`src/rtl/clk_en_div.sv`:
```
// clk_en_div: multi-channel clock-enable divider.
// Each channel makes a one-cycle strobe and a 50% phase flag in the clk domain.
// On every strobe the channel also captures the shared free-running counter.
// Downstream logic stays on clk and qualifies on stb_o/phase_o, so no divided
// clock nets are created.

module clk_en_div #(
  parameter int NUM_CH = 2,
  parameter int DIV_W  = 8,
  parameter int CNT_W  = 32
) (
  input  logic                      clk,
  input  logic                      rst_n,
  input  logic [NUM_CH*DIV_W-1:0]   div_i,
  input  logic [NUM_CH-1:0]         en_i,
  input  logic                      sync_i,
  output logic [CNT_W-1:0]          cnt_o,
  output logic [NUM_CH-1:0]         stb_o,
  output logic [NUM_CH-1:0]         phase_o,
  output logic [NUM_CH*CNT_W-1:0]   samp_o
);

  logic [CNT_W-1:0] cnt_q;

  // Shared free-running cycle counter; wraps naturally, ignores enable and sync.
  always_ff @(posedge clk or negedge rst_n) begin
    if (!rst_n) begin
      cnt_q <= '0;
    end else begin
      cnt_q <= cnt_q + CNT_W'(1);
    end
  end

  assign cnt_o = cnt_q;

  for (genvar k = 0; k < NUM_CH; k++) begin : g_ch
    logic [DIV_W-1:0] div_raw;
    logic [DIV_W-1:0] div_lim;
    logic [DIV_W-1:0] dcnt_q;
    logic             term;
    logic             stb_q;
    logic             phase_q;
    logic [CNT_W-1:0] samp_q;

    // Terminal test against div_eff-1, where a zero ratio behaves as ratio 1.
    // A greater-or-equal compare lets a shrinking ratio fire on the next edge
    // rather than wrapping the count all the way around.
    always_comb begin
      div_raw = div_i[k*DIV_W +: DIV_W];
      div_lim = (div_raw == '0) ? '0 : (div_raw - DIV_W'(1));
      term    = (dcnt_q >= div_lim);
    end

    // Channel state: sync beats disable, disable beats a terminal strobe.
    // The capture takes the pre-edge counter, i.e. the same-edge value.
    always_ff @(posedge clk or negedge rst_n) begin
      if (!rst_n) begin
        dcnt_q  <= '0;
        stb_q   <= 1'b0;
        phase_q <= 1'b0;
        samp_q  <= '0;
      end else if (sync_i) begin
        dcnt_q  <= '0;
        stb_q   <= 1'b0;
        phase_q <= 1'b0;
      end else if (!en_i[k]) begin
        stb_q   <= 1'b0;
      end else if (term) begin
        dcnt_q  <= '0;
        stb_q   <= 1'b1;
        phase_q <= ~phase_q;
        samp_q  <= cnt_q;
      end else begin
        dcnt_q  <= dcnt_q + DIV_W'(1);
        stb_q   <= 1'b0;
      end
    end

    assign stb_o[k]                 = stb_q;
    assign phase_o[k]               = phase_q;
    assign samp_o[k*CNT_W +: CNT_W] = samp_q;
  end

endmodule

```
`config.mk`:
```
export PLATFORM = sky130hd
export DESIGN_NAME = clk_en_div
export DESIGN_NICKNAME = d
export VERILOG_FILES = /design/src/rtl/clk_en_div.sv
export SDC_FILE = /design/constraint.sdc
export NUM_CORES = 1
export LEC_CHECK = 0
export CAP_MARGIN = 20
export CORE_AREA = 2 2 111 113
export CTS_CLUSTER_DIAMETER = 60
export CTS_CLUSTER_SIZE = 40
export DETAILED_ROUTE_END_ITERATION = 16
export DIE_AREA = 0 0 113 115
export PLACE_DENSITY = 0.77
export RECOVER_POWER = 100
export SLEW_MARGIN = 15
export SYNTH_ARGS = -nofsm -noshare
export SYNTH_HDL_FRONTEND = slang
export SYNTH_SLANG_ARGS = --single-unit
```
`constraint.sdc`:
```
create_clock -name clk -period 4.6 [get_ports clk]
set_clock_uncertainty 0.2 [all_clocks]
set_input_delay 0.92 -clock clk [delete_from_list [all_inputs] [get_ports clk]]
set_output_delay 0.92 -clock clk [all_outputs]
set_load 0.05 [all_outputs]
```
==> results by group, run 1 <==
Critical path
  • Slowest-stage cell, CP: dlygate4sd3_1
  • Crit Path Class: in2reg
  • Crit path launch type: input port
  • Crit path DAT: 4420 ps
  • Max incr delay on CP: between 500 and 600 ps
  • CP Cell Sequence: dlygate4sd3_1, inv_1, nand3_1, or4_1, nor3_1, a21oi_1, ha_1, and3_1, a221oi_2, clkbuf_1, a21oi_4, clkbuf_2, mux2_2
  • R2R setup slack: 1790 ps
  • CP Capture Type: flip-flop
  • CP required: about 4700 ps
  • Crit Path Max Fanout: 15

Synthesis
  • Post-synthesis xor/xnor area fraction: around 6.0%
  • Flops & latches, synth: between 100 and 150
  • Seq/Total Area, Yosys: ~51%
  • Multiplexer area fraction after synthesis: approximately 15%
  • Cell variety after synth: 55
  • Synth Flop Type: dfrtp_1
  • Synth Area in Adders: 4.577%
  • Syn Nets: 512
  • Largest family of logic cells by synthesized area: multiplexers
  • Mapped Avg Cell Area: ~12 um^2
  • Cell Area, Synth: between 5000 and 6000 um^2
  • Synth warn: 0
  • Gate Count Post-Synth: 470
  • Number of synthesized flops with an enable pin: 0
  • FFs w/ async S/R, synth: between 90% and 100%
  • Complex-gate fraction of the synthesized area: 5.907%
  • Post-Synth Simple-Gate Area: ~13%

Pwr
  • Power share of the clock group: between 40% and 50%
  • Sequential power share: a little over two fifths
  • Power Total: roughly 2.5 mW
  • Net Sw Frac: between 20% and 30%
  • Worst IR drop on VDD: around 0.27 mV
  • Pint: 1.876 mW
  • Comb pwr share: about 8.4%
  • Pwr/cell area: around 330 nW/um^2
  • Pleak: 3.722 nW
  • Net switching power figure: a little under 600 uW

STA
  • Slew headroom: -47.42%
  • RSZ-0062 raised after global routing: false
  • Tcrit/Tclk final: between 90% and 100%
  • Fmax: approximately 230 MHz
  • Hold Fails Final Rpt: 0
  • Slew Viols, Final: 92
  • Slew @ Worst Pin: between 2000 and 2500 ps
  • Post-route setup slack: 266.4 ps
  • Minimum hold slack: ~280 ps
  • Final setup viols: 0
  • Tmin final: about 4300 ps
  • Setup TNS: 0 ps

Drt
  • Via count: just over 4000
  • Drt first pass iters: 10
  • Wirelength per Cell: approximately 17 um
  • Vias per std cell: about 5.4
  • Drc violations: 3
  • WL final: ~13000 um
  • Routed Antenna Nets: 0
  • First DRT Iteration DRCs: 145

Cells and area
  • Core Util, Final: between 60 and 70%
  • Area Growth Syn to Fin: 29.56%
  • Final cell count without fillers: around 760
  • Net count, final: approximately 640
  • Share of cells above drive strength 1: 14.14%
  • Post-route cell area: 7437 um^2
  • # diodes: 0

Global route
  • Initial antenna violation count: 0
  • Number of global-route vias before repair: 4225
  • First-pass GRT wire length: between 20000 and 25000 um
  • GRT Util Overall: a little over a fifth
  • Largest net degree at the start of global routing: 92
  • Gr ovfl total: 0

Placement
  • GPL Wtd Cong: 0.8713
  • Placed Area: around 7000 um^2
  • Port bufs: between 100 and 150
  • Placed Cells: 724
  • HPWL Detailed: slightly above 9000 um
  • Setup slack at placement: around 100 ps

Min path
  • Hold Path Class: reg2reg

Outcome
  • Failing checks: design-rule violations, max-capacitance violations, max-slew violations
  • Result of the run: finished with violations

Clocking
  • Max clock buf depth: 2
  • H-Tree Depth: 4
  • Clock latency on the worst-skew pair: around 400 ps
  • Clk sinks: between 100 and 150
  • Post-CTS Hold Buffers: 0
  • Total setup buffers inserted after CTS: 0
  • CTS tree: done
  • PostCTS Resize Cnt: 0
  • Reg clk slew, reported paths: ~50 ps
  • Clk root buf: clkbuf_16
  • CTS Buf Count: 17

Die
  • Initial Utilization: about 49%
  • Boundary Pins: approximately 120
  • Core Rows: 40
  • Die X: 113 um
  • Die Area: 13000 um^2
  • Core area: around 12000 um^2
  • Die Height: 115 um

Job
  • # Max-Cap Violations: 1
## routing by layer
layer,track usage (%),vias to the layer above,wire (um)
met3,5.482,12,507
met1,25.07,2049,5443
met5,0,-,0
met2,36.93,81,7011
li1,-,1922,-
met4,6.829,0,159
## placed cells by master, fill, tap and decap left out, types with 4 or more instances in the layout
cell type | Yosys | final
nor2_1 | 21 | 21
buf_4 | 5 | 4
o21ai_0 | 4 | 4
mux2_2 | 36 | 36
inv_1 | 16 | 16
clkinv_2 | 0 | 8
dfrtp_1 | 116 | 116
mux2_1 | 0 | 27
ha_1 | 21 | 21
and4_1 | 5 | 5
a31oi_1 | 5 | 5
nor2b_1 | 5 | 5
nand2_1 | 36 | 36
nand2b_1 | 10 | 10
nand3_1 | 19 | 19
dlygate4sd3_1 | 0 | 102
clkdlybuf4s50_1 | 0 | 17
nor3_1 | 10 | 10
nand4_1 | 19 | 19
a21oi_1 | 9 | 9
clkbuf_16 | 0 | 17
xor2_1 | 11 | 11
xnor2_1 | 28 | 28
and3_1 | 6 | 6
## state kept, by name, indices dropped and copies added, names as in the netlist
signal / flops
g_ch.phase_q: 2
cnt_o: 32
g_ch.stb_q: 2
g_ch.samp_q: 64
g_ch.dcnt_q: 16
## power groups by stage
stage	sequential, mW	combinational [mW]	clock (mW)
3_3_place_gp	1.07	0.209	0
6_report	1.05	0.206	1.20
2_1_floorplan	1.11	0.0930	0
4_1_cts	1.05	0.217	1.21
5_1_grt	1.06	0.224	1.26
3_5_place_dp	1.07	0.216	0
## critical path, delay by kind of cell
family / cells / cell delay, ps
simple gates: 4 / 940
compound gates: 3 / 580
mux: 1 / 390
fa+ha+maj: 1 / 310
buf+inv: 4 / 1270
## Yosys cell counts (all sizes together), types with 4 or more instances
cell type  number  area share [%]
ha             21             4.6
nor2b           6            0.78
buf            17             2.9
xnor2          28             4.3
a21oi          10            0.94
nand2          36             2.4
o21ai           4            0.35
nor3           10            0.87
inv            17             1.1
xor2           11             1.7
and4            5            0.76
nand2b         10             1.1
mux2           65              15
nor2           21             1.4
a31oi           5            0.54
nand3          19             1.7
nand4          19             2.1
and3            7            0.78
dfrtp         116              51
clkbuf          5            0.41
## logic make-up after synthesis
family / after synthesis
flip-flops: 116
buffers and inverters: 39
multiplexers: 68
AND/OR/NAND/NOR: 146
XOR/XNOR: 39
AO/OA/AOI/OAI: 41
adder cells (fa/ha/maj): 21
## layout make-up
cell class,count,area [um^2]
flip-flops and latches,116,2903
inverters,17,63.81
multi-input cells,315,2480
well taps,147,183.9
clock buffers,20,456.7
repair buffers,129,1264
clock inverters,11,86.33
fillers,937,4374
## final timing paths
check / startpoint / end / cells past startpoint
setup reg to reg: g_ch[1].dcnt_q[1] / g_ch[1].samp_q[25] / 7
min in group asynchronous: rst_n / g_ch[1].samp_q[17] / 1
hold / removal: g_ch[0].samp_q[23] / g_ch[0].samp_q[23] / 1
hold reg to reg: g_ch[0].samp_q[23] / g_ch[0].samp_q[23] / 1
max in group asynchronous: rst_n / cnt_o[12] / 2
setup / recovery: div_i[8] / g_ch[1].samp_q[25] / 13
(Power assumes the default switching activity.)
==> inputs of run 2 (changes only) <==
--- a/config.mk
+++ b/config.mk
@@ -11,6 +11,7 @@
 export CTS_CLUSTER_SIZE = 40
 export DETAILED_ROUTE_END_ITERATION = 16
 export DIE_AREA = 0 0 113 115
+export HOLD_SLACK_MARGIN = 0.03
 export PLACE_DENSITY = 0.77
 export RECOVER_POWER = 100
 export SLEW_MARGIN = 15
==> results of run 2 <==
The final DEF is identical to that of run 1; final timing and power are the same.
